`config.mk`:
```
export PLATFORM = sky130hd
export DESIGN_NAME = fifo_wr_arbiter
export DESIGN_NICKNAME = d
export VERILOG_FILES = /design/src/rtl/fifo_wr_arbiter.sv
export SDC_FILE = /design/constraint.sdc
export NUM_CORES = 1
export LEC_CHECK = 0
export ABC_AREA = 1
export CORE_MARGIN = 3
export CORE_UTILIZATION = 40
export CTS_BUF_LIST = sky130_fd_sc_hd__clkbuf_16
export DETAILED_ROUTE_END_ITERATION = 16
export MAX_ROUTING_LAYER = met4
export PLACE_DENSITY = 0.78
export SLEW_MARGIN = 20
export SYNTH_ARGS = -nofsm -noshare
export SYNTH_HDL_FRONTEND = slang
export SYNTH_SLANG_ARGS = --single-unit
export TNS_END_PERCENT = 10
```
`constraint.sdc`:
```
create_clock -name w_clk -period 2.6 [get_ports w_clk]
set_input_delay 0.52 -clock w_clk [delete_from_list [all_inputs] [get_ports w_clk]]
set_output_delay 0.52 -clock w_clk [all_outputs]
set_load 0.005 [all_outputs]
```
`src/rtl/fifo_wr_arbiter.sv`:
```
// Write-side arbiter for the async FIFO: round-robin between two 1- or 2-byte
// message sources, serialising each captured message byte-by-byte into the FIFO.
module fifo_wr_arbiter #(
  parameter int DATA_WIDTH = 8
) (
  input  logic                    w_clk,
  input  logic                    w_rstn,
  input  logic                    req0_valid,
  input  logic [2*DATA_WIDTH-1:0] req0_data,
  input  logic                    req0_len,
  output logic                    req0_ack,
  input  logic                    req1_valid,
  input  logic [2*DATA_WIDTH-1:0] req1_data,
  input  logic                    req1_len,
  output logic                    req1_ack,
  input  logic                    full,
  output logic                    w_inc,
  output logic [DATA_WIDTH-1:0]   wr_data,
  output logic                    busy
);

  // Handshake: a requester holds valid/data/len stable until its one-cycle ack;
  // the ack cycle is the first BYTE0 cycle, and on the edge ending it the
  // requester drops valid or presents its next message. The FIFO side is
  // valid-only: a byte is written in any BYTE0/BYTE1 cycle where full is low.

  typedef enum logic [1:0] {
    IDLE  = 2'd0,
    BYTE0 = 2'd1,
    BYTE1 = 2'd2
  } state_t;

  state_t                  state_q, state_d;
  logic                    ptr_q, ptr_d;
  logic                    len_q, len_d;
  logic [DATA_WIDTH-1:0]   hi_q, hi_d;
  logic [DATA_WIDTH-1:0]   wr_data_q, wr_data_d;
  logic                    ack0_q, ack0_d;
  logic                    ack1_q, ack1_d;
  logic                    grant1;

  // ptr_q = 1 means req1 is preferred when both requesters are valid.
  always_comb grant1 = req1_valid && (!req0_valid || ptr_q);

  always_ff @(posedge w_clk or negedge w_rstn) begin
    if (!w_rstn) begin
      state_q   <= IDLE;
      ptr_q     <= 1'b0;
      len_q     <= 1'b0;
      hi_q      <= '0;
      wr_data_q <= '0;
      ack0_q    <= 1'b0;
      ack1_q    <= 1'b0;
    end else begin
      state_q   <= state_d;
      ptr_q     <= ptr_d;
      len_q     <= len_d;
      hi_q      <= hi_d;
      wr_data_q <= wr_data_d;
      ack0_q    <= ack0_d;
      ack1_q    <= ack1_d;
    end
  end

  always_comb begin
    state_d   = state_q;
    ptr_d     = ptr_q;
    len_d     = len_q;
    hi_d      = hi_q;
    wr_data_d = wr_data_q;
    ack0_d    = 1'b0;
    ack1_d    = 1'b0;
    case (state_q)
      IDLE: begin
        if (req0_valid || req1_valid) begin
          state_d = BYTE0;
          ptr_d   = !grant1;
          ack0_d  = !grant1;
          ack1_d  = grant1;
          if (grant1) begin
            wr_data_d = req1_data[DATA_WIDTH-1:0];
            hi_d      = req1_data[2*DATA_WIDTH-1:DATA_WIDTH];
            len_d     = req1_len;
          end else begin
            wr_data_d = req0_data[DATA_WIDTH-1:0];
            hi_d      = req0_data[2*DATA_WIDTH-1:DATA_WIDTH];
            len_d     = req0_len;
          end
        end
      end
      BYTE0: begin
        if (!full) begin
          if (len_q) begin
            wr_data_d = hi_q;
            state_d   = BYTE1;
          end else begin
            state_d   = IDLE;
          end
        end
      end
      BYTE1: begin
        if (!full) state_d = IDLE;
      end
      default: state_d = IDLE;
    endcase
  end

  // w_inc stays combinational so a full asserted mid-cycle blocks the write at once.
  assign w_inc    = (state_q == BYTE0 || state_q == BYTE1) && !full;
  assign wr_data  = wr_data_q;
  assign busy     = (state_q != IDLE);
  assign req0_ack = ack0_q;
  assign req1_ack = ack1_q;

endmodule

```
# Word level (Yosys, flattened, before mapping)

Index checks and enable logic that the tools add are counted.
Widths: inputs -> output; s select.

Register bits: 22
Input bits: 39
Output and inout bits: 12
Word-level logic and storage cells: 43

Equality and inequality tests: 6
Multiplexer cells: 16
Reductions and logical operators: 14

Operator list:

| operator           | number |
|---|---|
| $mux 8             | 5 |
| $pmux 8 s2         | 1 |
| $mux 2             | 4 |
| $ne 2x2->1 const B | 4 |
| $pmux 2 s3         | 1 |
| $mux 1             | 5 |
| $reduce_and 4->1   | 1 |
| $reduce_bool 2->1  | 2 |
| $logic_not 1->1    | 3 |
| $logic_or 1x1->1   | 3 |
| $reduce_and 3->1   | 1 |
| $eq 2x1->1 const B | 1 |
| $eq 2x2->1 const B | 1 |
| $logic_and 1x1->1  | 2 |
| $logic_not 2->1    | 1 |
| $reduce_and 2->1   | 1 |

# Depth between registers and ports, before layout

Word-level depth: 6
Gate-level depth with buffers: 10
Depth with buffers taken out: 9

# Worst setup path before layout

No wires, ideal clock.

Kind: register -> output
Start: register state_q[0]
End: output busy
Arrival time: 1001 ps
Slack: 1079 ps
Stages on the path, launching flop included: 5
Path buffers: 1
Path through: dfrtp_1 -> inv_1 -> ha_1 -> inv_1 -> clkbuf_1

Cells in the longest elaborated chain, start to end: 1

RTL lines:

| element                  | RTL line | text |
|---|---|---|
| start: declaration       | 33       | `state_t state_q, state_d;` |
| start signal: assignment | 55       | `state_q <= state_d;` |
| $reduce_bool 2->1        | 111      | `assign busy = (state_q != IDLE);` |
| end: declaration         | 19       | `output logic busy` |

Every way passes these cells.

# Worst setup path after layout

Same ends and word-level chain as after synthesis.

==> PnR_summary.wiki <==
{| class="wikitable"
! Metric !! Value
|-
| Run status || complete, no violations
|-
| Main combinational cell family by area after synthesis || simple AND/OR/NAND/NOR gates
|-
| Met2 wire len || 1.69 mm
|-
| Area fraction of the dominant cell type after synthesis || 43.9%
|-
| Setup repair after global routing missed its margin || false
|-
| Initial core utilization || ~44%
|-
| Highest-count cells in the layout ignoring fill and taps || 50 x sky130_fd_sc_hd__clkdlybuf4s50_1, 41 x sky130_fd_sc_hd__nand2_1, 29 x sky130_fd_sc_hd__o21ai_0
|-
| Detailed-route DRC error count || 0
|-
| Maximum root-to-sink buffer count || 2
|-
| Number of primary I/O pins || between 50 and 60
|-
| CTS tree || yes
|-
| Combined area of all synthesized cells || roughly 0.0013 mm2
|-
| Initial antenna violation count || 0
|-
| Netlist cell types || 20
|-
| Worst-skew pair later-pin latency || roughly 0.25 ns
|-
| Die outline area || around 0.0038 mm2
|-
| Mean instance size in the synthesized netlist || approximately 7.7 um2
|-
| Port buffer count || 50
|-
| Count of synthesis-stage warnings from yosys || 0
|-
| Critical setup path kind || flip-flop to primary output
|-
| Nets in the synthesized netlist || 206
|-
| Leading cell types by total area after synthesis || sky130_fd_sc_hd__dfrtp_1 44%, sky130_fd_sc_hd__nand2_1 12%, sky130_fd_sc_hd__o21ai_0 12%, sky130_fd_sc_hd__nand3_1 6.8%, sky130_fd_sc_hd__nor2_1 5.1%
|-
| Maximum achievable frequency || approximately 430 MHz
|-
| Standard-cell rows || 19
|-
| Number of max-capacitance violations reported || 0
|-
| Count of H-tree levels built during CTS || 1
|-
| Fraction of the mapped netlist area in simple logic gates || between 20% and 30%
|-
| Worst vdd rail ir drop || a little over 0.0004 V
|-
| Leading area contributor after synthesis || sky130_fd_sc_hd__dfrtp_1
|-
| Fraction of synthesized area in multiplexers || 0%
|-
| Horizontal extent of the die || between 60 and 70 um
|-
| Routed wire length per instance || ~14 um
|-
| Met1 Wirelength || approximately 1.4 mm
|-
| Number of setup violations in the final report || 0
|-
| Share of cells above drive strength 1 || roughly 5.7%
|-
| Gr ovfl total || 0
|-
| Layout-stage area growth over the synthesis result || 46.2%
|-
| Post-place setup slack || ~0.23 ns
|-
| Clk_skew || approximately 0.0049 ns
|-
| GRT Overall Usage || ~19%
|-
| Setup slack after layout || approximately 0.27 ns
|-
| Required time reported for the critical path endpoint || between 2 and 2.5 ns
|-
| Clk pin slew, worst setup/hold paths || approximately 0.060 ns
|-
| Number of standard cells in the layout, taps in and fillers out || 251
|-
| Wire length on met3 || about 240 um
|-
| Die H || 62.0 um
|-
| Worst path arrival time || around 1.8 ns
|-
| Post-Synth XOR/XNOR Area || 0%
|-
| TritonCTS buffer count || 3
|-
| DR iter-0 viols || 60
|-
| Total of fill cells in the finished design || 260
|-
| Final net count || 254
|-
| Count of endpoints failing hold in the final timing report || 0
|-
| Core Area || 0.00288 mm2
|-
| Hold buffer count at CTS || 0
|-
| Clock sink count || 22
|-
| Leakage power summed over all cells || slightly above 0.8 nW
|-
| Portion of the clock cycle consumed by the worst path in the final layout || ~90%
|-
| Top sig layer || met4
|-
| GP Congestion || a little under 0.8
|-
| Cell count after synthesis || 163
|-
| CP Launch Type || flip-flop
|-
| Iteration count of the initial detailed-routing pass || 4
|-
| Post_cts resized || 0
|-
| Fraction of the mapped netlist area in compound gates || between 10% and 20%
|-
| Root cell of the clock tree || sky130_fd_sc_hd__clkbuf_16
|-
| Detail Route Antenna Nets || 0
|-
| Global-route wire length before repair || around 5.4 mm
|-
| Adder and majority gate portion of the synthesized area || roughly 4%
|-
| Post-CTS Setup Inserts || 0
|-
| Number of register bits inferred by synthesis || 22
|-
| Number of global-route vias before repair || 1249
|-
| Classification of the worst-slack hold path || flip-flop to flip-flop
|-
| Power Density || 1060 mW/mm2
|-
| Max-slew violation total from the final report || 0
|-
| Overall via count from detail_route || between 1k and 1.5k
|-
| Tightest Pin Transition || about 0.57 ns
|-
| Detail Placement HPWL || between 2 and 3 mm
|-
| Most common library cell in the layout ignoring fill and taps || sky130_fd_sc_hd__clkdlybuf4s50_1
|-
| Total instance count after detailed placement || between 200 and 250
|-
| Via/cell ratio || ~5.1
|-
| Fin crit period || approximately 2.3 ns
|-
| Worst-path maximum fanout || 13
|-
| Maximum number of pins on one net before global-route repair || 23
|-
| Final sum of negative setup slack || 0 ns
|-
| Antenna diodes || 0
|-
| Sequential cell area fraction in the yosys report || between 40 and 50%
|-
| Power after layout || about 0.002 W
|-
| Max_slew headroom || between 60% and 70%
|-
| Type of element capturing the critical path || primary output
|-
| Routed wire length || ~3.4 mm
|}
==> cell usage after synthesis <==
| master | number |
|---|---|
| sky130_fd_sc_hd__inv_1 | 6 |
| sky130_fd_sc_hd__a21oi_1 | 9 |
| sky130_fd_sc_hd__nand2_1 | 41 |
| sky130_fd_sc_hd__buf_4 | 1 |
| sky130_fd_sc_hd__o21ai_1 | 1 |
| sky130_fd_sc_hd__clkbuf_1 | 2 |
| sky130_fd_sc_hd__nor2_4 | 1 |
| sky130_fd_sc_hd__dfrtp_1 | 22 |
| sky130_fd_sc_hd__ha_1 | 4 |
| sky130_fd_sc_hd__o21ai_0 | 29 |
| sky130_fd_sc_hd__nand3_1 | 17 |
| sky130_fd_sc_hd__buf_6 | 3 |
| sky130_fd_sc_hd__nor2_2 | 2 |
| sky130_fd_sc_hd__clkbuf_2 | 1 |
| sky130_fd_sc_hd__nand2_4 | 1 |
| sky130_fd_sc_hd__nor2_1 | 17 |
| sky130_fd_sc_hd__buf_2 | 2 |
| sky130_fd_sc_hd__nand3_4 | 1 |
| sky130_fd_sc_hd__nand2_2 | 2 |
| sky130_fd_sc_hd__clkinv_1 | 1 |
==> registers in the layout, indices dropped and copies added, names as in the netlist <==
register	cells
state_q	2
len_q	1
ptr_q	1
req0_ack	1
hi_q	8
wr_data	8
req1_ack	1
==> cell type report <==
cell class | instances | area, um2 | share of cell area [%]
Clock buffer | 3 | 75.1 | 4.10
Sequential cell | 22 | 551 | 30.0
Tap cell | 42 | 52.6 | 2.87
Inverter | 7 | 26.3 | 1.43
Timing Repair Buffer | 52 | 515 | 28.1
Multi-Input combinational cell | 125 | 613 | 33.4
==> worst max-delay path: stages, from the launching register on <==
cell	delay, ns
sky130_fd_sc_hd__dfrtp_1	0.40
sky130_fd_sc_hd__inv_1	0.08
sky130_fd_sc_hd__ha_1	0.26
sky130_fd_sc_hd__inv_1	0.26
sky130_fd_sc_hd__clkdlybuf4s50_1	0.56
==> logic make-up after synthesis <==
group	after synthesis
compound gates	39
flops	22
fa+ha+maj	4
buf+inv	16
simple gates	82
==> per-stage QoR <==
stage | hold WS, ns | cell area (um2) | util [%]
after detailed placement | 0.464 | 1760 | 61.1
after global placement | 0.464 | 1760 | 61.1
after floorplan | 0.224 | 1250 | -
after CTS | 0.481 | 1830 | 63.7
final | 0.478 | 1830 | 63.7
after global routing | 0.495 | 1830 | 63.7
==> path summary, 6_finish.rpt <==
path / from / endpoint / slack [ns] / depth (start not counted)
max: state_q[0]$_DFFE_PN0P_ / busy / 0.27 / 4
min: wr_data[0]$_DFFE_PN0P_ / wr_data[0]$_DFFE_PN0P_ / 0.48 / 2
max reg2reg: state_q[0]$_DFFE_PN0P_ / hi_q[3]$_DFFE_PN0P_ / 0.66 / 6
min reg2reg: wr_data[0]$_DFFE_PN0P_ / wr_data[0]$_DFFE_PN0P_ / 0.48 / 2
max in group asynchronous: w_rstn / wr_data[7]$_DFFE_PN0P_ / 1.76 / 2
min in group asynchronous: w_rstn / wr_data[4]$_DFFE_PN0P_ / 0.62 / 2
==> power by group <==
part           total (W)  internal [W]  switching [W]
Clock           0.000314      0.000203       0.000111
Combinational    0.00102      0.000438       0.000580
Sequential      0.000612      0.000518      0.0000932
==> metal layers <==
| metal | GRT usage [%] | up-vias |
|---|---|---|
| li1 | - | 627 |
| met1 | 23.2 | 585 |
| met2 | 33.4 | 53 |
| met3 | 3.93 | 4 |
| met4 | 5.15 | 0 |
| met5 | - | - |
(Power assumes the default switching activity.)
